--- config.mk ---
export PLATFORM = sky130hd
export DESIGN_NAME = seg_scan_ctrl
export DESIGN_NICKNAME = d
export VERILOG_FILES = /design/src/rtl/seg_pkg.sv /design/src/rtl/bcd7seg.sv /design/src/rtl/seg_scan_ctrl.sv
export SDC_FILE = /design/constraint.sdc
export NUM_CORES = 1
export LEC_CHECK = 0
export ABC_AREA = 1
export BUFFER_PORTS_ARGS = -buffer_cell sky130_fd_sc_hd__buf_2
export CAP_MARGIN = 0
export CORE_MARGIN = 1.5
export CORE_UTILIZATION = 57
export CTS_CLUSTER_SIZE = 20
export DETAILED_ROUTE_END_ITERATION = 16
export GPL_TIMING_DRIVEN = 0
export PLACE_DENSITY = 0.78
export SYNTH_ARGS = -nofsm -noshare
export SYNTH_HDL_FRONTEND = slang
export SYNTH_SLANG_ARGS = --single-unit
--- constraint.sdc ---
create_clock -name clk -period 5.75 [get_ports clk]
set_input_delay 0.8625 -clock clk [delete_from_list [all_inputs] [get_ports clk]]
set_output_delay 0.8625 -clock clk [all_outputs]
set_load 0.01 [all_outputs]
--- src/rtl/seg_pkg.sv ---
// Shared types and constants for the 7-segment scan controller.
package seg_pkg;

  localparam logic [6:0] SEG_OFF = 7'b1111111;

  // Active-low, bit order {g,f,e,d,c,b,a}
  localparam logic [6:0] SEG_TABLE [8] = '{
    7'b1000000,  // 0
    7'b1111001,  // 1
    7'b0100100,  // 2
    7'b0110000,  // 3
    7'b0011001,  // 4
    7'b0010010,  // 5
    7'b0000010,  // 6
    7'b1111000   // 7
  };

  typedef struct packed {
    logic       en;
    logic [2:0] data;
  } digit_t;

  typedef enum logic [0:0] {
    ST_BLANK = 1'b0,
    ST_DRIVE = 1'b1
  } state_t;

endpackage

--- src/rtl/bcd7seg.sv ---
// Shared 3-bit digit to active-low segment decoder; blank when disabled.
module bcd7seg
  import seg_pkg::*;
(
  input  logic [2:0] b,
  input  logic       en,
  output logic [6:0] seg
);

  always_comb begin
    seg = SEG_OFF;
    if (en) seg = SEG_TABLE[b];
  end

endmodule

--- src/rtl/seg_scan_ctrl.sv ---
// Time-multiplexed N-digit common-anode 7-segment scan controller.
module seg_scan_ctrl
  import seg_pkg::*;
#(
  parameter int N_DIG        = 4,
  parameter int SCAN_DIV     = 4,
  parameter int BLANK_CYC    = 1,
  parameter int BLINK_FRAMES = 2
) (
  input  logic                     clk,
  input  logic                     rst,
  input  logic                     wr_valid,
  output logic                     wr_ready,
  input  logic [$clog2(N_DIG)-1:0] wr_idx,
  input  logic [2:0]               wr_data,
  input  logic                     wr_en,
  input  logic                     commit_i,
  input  logic [N_DIG-1:0]         blink_mask,
  output logic [6:0]               seg_o,
  output logic [N_DIG-1:0]         an_o,
  output logic                     frame_o
);

  localparam int PW = $clog2(SCAN_DIV);
  localparam int IW = $clog2(N_DIG);
  localparam int BW = $clog2(BLINK_FRAMES) + 1;

  localparam logic [PW-1:0] PLAST = PW'(SCAN_DIV - 1);
  localparam logic [PW-1:0] PBLK  = PW'(BLANK_CYC);
  localparam logic [IW-1:0] ILAST = IW'(N_DIG - 1);
  localparam logic [BW-1:0] BLAST = BW'(BLINK_FRAMES - 1);

  logic [PW-1:0]    presc, presc_n;
  logic [IW-1:0]    idx, idx_n;
  state_t           state, state_n;
  logic             slot_end, boundary;

  digit_t           shadow [N_DIG];
  digit_t           active [N_DIG];
  logic             pending;

  logic [BW-1:0]    bcnt;
  logic             blink_off;

  logic             dec_en;
  logic [6:0]       dec_seg;
  logic [N_DIG-1:0] an_n;

  // Outputs are registered from the next-cycle scan position so that the
  // visible seg/an pins line up with the prescaler slot they belong to.
  always_comb begin
    slot_end = (presc == PLAST);
    boundary = slot_end && (idx == ILAST);
    presc_n  = slot_end ? '0 : presc + 1'b1;
    idx_n    = idx;
    if (slot_end) idx_n = (idx == ILAST) ? '0 : idx + 1'b1;
    state_n  = state;
    if (slot_end)              state_n = ST_BLANK;
    else if (presc_n == PBLK)  state_n = ST_DRIVE;
    dec_en   = (state_n == ST_DRIVE) && active[idx_n].en &&
               !(blink_off && blink_mask[idx_n]);
    an_n     = '1;
    if (state_n == ST_DRIVE) an_n[idx_n] = 1'b0;
    wr_ready = ~pending;
  end

  bcd7seg u_dec (
    .b   (active[idx_n].data),
    .en  (dec_en),
    .seg (dec_seg)
  );

  always_ff @(posedge clk) begin
    if (rst) begin
      presc <= '0;
      idx   <= '0;
      state <= ST_BLANK;
    end else begin
      presc <= presc_n;
      idx   <= idx_n;
      state <= state_n;
    end
  end

  always_ff @(posedge clk) begin
    if (rst) begin
      seg_o   <= SEG_OFF;
      an_o    <= '1;
      frame_o <= 1'b0;
    end else begin
      seg_o   <= dec_seg;
      an_o    <= an_n;
      frame_o <= boundary;
    end
  end

  // A commit seen while pending is ignored; a pending commit only lands on a
  // frame boundary, so a commit raised in the boundary cycle waits a frame.
  always_ff @(posedge clk) begin
    if (rst) begin
      for (int unsigned i = 0; i < N_DIG; i++) begin
        shadow[i] <= '0;
        active[i] <= '0;
      end
      pending <= 1'b0;
    end else begin
      if (wr_valid && wr_ready && (int'(wr_idx) < N_DIG))
        shadow[wr_idx] <= {wr_en, wr_data};
      if (pending) begin
        if (boundary) begin
          active  <= shadow;
          pending <= 1'b0;
        end
      end else if (commit_i) begin
        pending <= 1'b1;
      end
    end
  end

  always_ff @(posedge clk) begin
    if (rst) begin
      bcnt      <= '0;
      blink_off <= 1'b0;
    end else if (boundary) begin
      if (bcnt == BLAST) begin
        bcnt      <= '0;
        blink_off <= ~blink_off;
      end else begin
        bcnt <= bcnt + 1'b1;
      end
    end
  end

endmodule

Yosys cells after proc, flatten, opt, wreduce, memory -nomap -nowiden
Memory sizes are Yosys's and may differ from the RTL's. A register that Yosys moved wholly into a read port is not among the register bits.
Index checks and enable logic that the tools add are counted.
{"block": "totals", "reg_bits": 46, "romBits": 56, "elab_cells": 76, "memories": 1}
{"block": "classes", "add_sub_neg": 3, "magnitude_cmp": 5, "eq_ne": 4, "n_mux": 19, "n_bitwise": 8, "n_reduce_logical": 12}
{"name": "(name not given)", "words": 8, "width": 7, "rd": 1, "rd_clocked_by_memory_dff": 1, "wr": 0, "line_no": "bcd7seg.sv:12", "source": "if (en) seg = SEG_TABLE[b];"}
{"operator": "$bwmux 16", "count": 1}
{"operator": "$mux 4", "count": 3}
{"operator": "$bmux 4 s2", "count": 1}
{"operator": "$demux 4 s2", "count": 1}
{"operator": "$mux 2", "count": 4}
{"operator": "$logic_and 1x1->1", "count": 7}
{"operator": "$mux 1", "count": 7}
{"operator": "$add 2x1->2 const B", "count": 3}
{"operator": "$ge 3x3->1 const B", "count": 2}
{"operator": "$not 2->3", "count": 2}
{"operator": "$eq 2x1->1 const B", "count": 2}
{"operator": "$eq 2x2->1 const B", "count": 2}
{"operator": "$not 1->1", "count": 4}
{"operator": "$not 3->4", "count": 1}
{"operator": "$not 4->4", "count": 1}
{"operator": "$reduce_and 2->1", "count": 2}
{"operator": "$reduce_or 2->1", "count": 2}
{"operator": "$lt 2x3->1 const B", "count": 1}
{"operator": "$lt 3x1->1 const B", "count": 1}
{"operator": "$bmux 1 s2", "count": 1}
{"operator": "$demux 1 s2", "count": 1}
{"operator": "$ge 2x1->1 const B", "count": 1}
{"operator": "$logic_not 1->1", "count": 1}

Logic depth before layout (Yosys ltp)
{"block": "depth", "depth_word": 11, "mapped_depth": 17}

By module
A second synthesis with hierarchy kept.
{"block": "hier_totals", "hier_cells": 285, "hier_area_um2": 2195.9}
{"mod": "seg_scan_ctrl", "n_inst": 1, "cells_each": 259, "area_each_um2": 2039.5, "seq_area_each_um2": 1061.0}
{"mod": "bcd7seg", "n_inst": 1, "cells_each": 26, "area_each_um2": 156.4, "seq_area_each_um2": 0.0}

Least setup slack after synthesis
No wires, ideal clock.
{"block": "synth_path", "path_type": "register -> register", "start": "reg presc[0]", "end": "reg seg_o[3]", "setup_ns": 0.119, "arrival_ns": 1.814, "required_time_ns": 5.631, "path_slack_ns": 3.816, "stages_incl_launch_ff": 17, "period_less_slack_ns": 1.934, "path_cell_list": "dfxtp_1 > ha_1 > buf_6 > inv_2 > nand2_4 > nand3_4 > buf_6 > nand2_1 > nand2_1 > nand2_1 > nand2_1 > inv_1 > ha_1 > inv_1 > nand2_1 > nand2_1 > nand2_1"}
{"block": "synth_between", "elab_chain_cells": 10}
{"element": "from (decl)", "line_no": "seg_scan_ctrl.sv:33", "source": "logic [PW-1:0] presc, presc_n;"}
{"element": "from (signal assigned)", "line_no": "seg_scan_ctrl.sv:79", "source": "presc <= presc_n;"}
{"element": "branches (longest 10 deep; another with $add 2x1->2)"}
{"element": "to (decl)", "line_no": "seg_scan_ctrl.sv:19", "source": "output logic [6:0] seg_o,"}
Several ways; the timed one is not identified. The select of a mux whose other input is x is not followed.
A chain may end at the register's enable or synchronous reset.

Worst setup path in the final report
Ends and elaborated chain as after synthesis.

==> impl_metrics.csv <==
group,metric,value,unit
clock_tree,clkSlewWorstSetupHoldPaths,0.09,ns
power,comb_power_share,10.6,%
floorplan,ioPinCount,27,
drt,drc,0,
floorplan,row_count,22,
yosys,syn_nets,333,
clock_tree,ctsHoldBuffers,0,
clock_tree,cts_buffers,5,
sta,final.min_clock_period,2.19,ns
power,p_sw,0.000179,W
power,p_int,0.000580,W
sta,worst-slew-pin-transition,0.544,ns
drt,drt_iter0_drc,64,
yosys,synth_cells,310,
floorplan,die_w,66.7,um
worst_setup_path,worst_setup_path_start_kind,"flip-flop",
yosys,synth_most_common_cell,"nor2_1",
worst_setup_path,slowest_stage,"dfxtp_1",
worst_setup_path,cp_common_cell,"nand2_1",
yosys,synth_seq_cells,53,
global_routing,grt_use_total,22.3,%
worst_hold_path,hold_path_class,"flip-flop to flip-flop",
worst_setup_path,crit_cells,15,
placed_design,portBuffers,25,
placed_design,routabilityCongestion,0.791,
drt,wl_per_cell,11.0,um
sta,relSlewSlack,63.5,%
yosys,synth_top_area_share,45.9,%
finish,drive_gt1_share,14.3,%
yosys,syn_area,2310,sq um
drt,final_antenna_net_count,0,
power,p_seq_share,50.5,%
yosys,avgSynthCellArea,7.46,sq um
power,peakVddDrop,0.000214,V
finish,fill_cells,334,
worst_setup_path,path_buf_inv,4,
global_routing,grt_remaining_overflow,0,
run,cap_violations,0,
sta,fmax,0.457,GHz
yosys,synth_warnings,0,
yosys,ys_types,25,
global_routing,grt_max_degree,17,
yosys,synth_top_cell_by_area,"dfxtp_1",
floorplan,dieArea,4450,sq um
drt,routed_wl,4320,um
clock_tree,cts_tree,"done",
power,power.density,288,nW/um^2
finish,diodes,0,
floorplan,initial_core_util,61.3,%
global_routing,grt_pass1_vias,1747,
global_routing,grt_pass1_wl,7490,um
clock_tree,cts_setup_buffers,0,
sta,finalSetupTns,0,ns
sta,fin_skew,0.00570,ns
worst_setup_path,worst_setup_path_end_kind,"flip-flop",
yosys,synth_edf_count,0,
finish,multi_input_area,1060,sq um
drt,drt-pass1-iter-count,4,
sta,finalHoldViolations,0,
yosys,async_reset_ff_share,0,%
worst_setup_path,cp_top_family,"simple AND/OR/NAND/NOR gates",
yosys,ys_seq_area_share,45.9,%
placed_design,place.detailed.hpwl,3220,um
clock_tree,cts.sinks,53,
floorplan,fp.dieH,66.7,um
finish,areaGrowthSynthToFinish,13.8,%
drt,vias,1928,
yosys,synth_commonest_cells,"nor2_1 (68), nand2_1 (61), dfxtp_1 (53), o21ai_0 (34), inv_1 (31)",
worst_setup_path,crit_path_cell_trace,"ha_1 > buf_6 > nand2_4 > nand3_4 > buf_6 > nand2_1 > nand2_1 > nand2_1 > nand2_1 > inv_1 > ha_1 > inv_1 > nand2_1 > nand2_1 > nand2_1",
clock_tree,h-tree-depth,2,
drt,via_per_inst,4.93,
worst_setup_path,slowest_delay,0.37,ns
power,leakage,1.25,nW
floorplan,coreArea,3770,sq um
sta,final.period_utilization,38.0,%
worst_hold_path,hold_depth,2,
worst_setup_path,required,5.96,ns
power,power.share.switching,23.6,%
yosys,synthFlopType,"dfxtp_1",
yosys,synth_top_cells_by_area,"dfxtp_1 (46%), nor2_1 (11%), nand2_1 (9.9%)",
sta,finalSetupViolCount,0,
clock_tree,cts_root_buf,"clkbuf_8",
finish,seq_area,1060,sq um
clock_tree,insertion_delay,0.31,ns
worst_setup_path,path_class,"flip-flop to flip-flop",
status,status,"finished, final reports clean",
sta,final-max-slew-violation-count,0,
clock_tree,ctsResizeCount,0,
sta,hold_ws,0.455,ns
global_routing,antenna_found_initial,0,
sta,rsz0062_at_grt,"no",
worst_setup_path,critPathMaxFanout,10,
finish,nets,365,
clock_tree,cts_max_path_buffers,2,
worst_setup_path,worst-r2r-cell-count,15,
worst_setup_path,cp_data_arrival_time,2.39,ns
power,p_clk_share,38.9,%
[through the flow]
step / utilization (%) / cell area, sq um / power (W) / setup slack [ns] / instances
after floorplan: - / 2310 / 0.000450 / 3.82 / 310
after global placement: 66.3 / 2500 / 0.000470 / 3.62 / 383
after detailed placement: 66.3 / 2500 / 0.000472 / 3.60 / 383
after CTS: 69.8 / 2630 / 0.000763 / 3.54 / 391
after global routing: 69.8 / 2630 / 0.000790 / 3.32 / 391
final: 69.8 / 2630 / 0.000759 / 3.56 / 391
[kinds of logic after synthesis]
logic type	synth area share (%)
buf+inv	8.33
fa+ha+maj	4.87
compound gates	9.03
flops	45.9
simple gates	31.9
[placed cells by master, fill, tap and decap left out, drive strengths merged]
cell type  Yosys  routed
nor3           6       6
inv           33      33
bufinv         0       2
buf            5      30
nand3b         1       1
a21oi          6       6
dfxtp         53      53
nand3         14      14
nand4          6       6
clkbuf         6      11
clkinv         0       1
o21ai         35      35
nor2          71      71
ha             9       9
nand2         65      65
[area by class of cell]
cell class              count  share of cell area [%]
plain buffers              11                    2.61
clock buffers               5                    2.61
clock inverters             3                    2.47
inverters                  33                    4.71
multi-input cells         213                    40.3
flip-flops and latches     53                    40.3
well taps                  48                    2.28
repair buffers             25                    4.75
[final timing paths]
path / slack [ns] / to / startpoint
max: 3.56 / seg_o[3]$_SDFF_PP1_ / presc[0]$_SDFF_PP0_
min: 0.46 / bcnt[1]$_SDFFE_PP0P_ / bcnt[1]$_SDFFE_PP0P_
max reg2reg: 3.56 / seg_o[3]$_SDFF_PP1_ / presc[0]$_SDFF_PP0_
min reg2reg: 0.46 / bcnt[1]$_SDFFE_PP0P_ / bcnt[1]$_SDFFE_PP0P_
[registers in the layout (all words and copies together), names as in the netlist]
name	cells
idx	2
active	16
seg_o	7
bcnt	2
presc	2
an_o	4
frame_o	1
shadow	16
pending	1
state	1
blink_off	1
[power by group through the flow]
stage	clock network (W)	logic, W	registers [W]
finish	0.000295	0.0000802	0.000384
global placement	0	0.0000784	0.000392
CTS	0.000298	0.0000809	0.000384
global route	0.000311	0.0000937	0.000386
floorplan	0	0.0000583	0.000392
detailed placement	0	0.0000803	0.000392
[worst min-delay path: cells and delay by family, from the launching register on]
family	cells	cell delay (ns)
and+or+nand+nor	1	0.04
DFF	1	0.32
buffers and inverters	1	0.06
[routing by layer]
layer  share of wire, %  wire length [um]  up-vias  track usage (%)
met1                 46              2010      845             24.1
met3                4.4               191        5             5.57
li1                   -                 -     1037                -
met5                  0                 0        -                0
met4                1.4                61        0             8.42
met2                 48              2060       41             41.4
(Power assumes the default switching activity.)
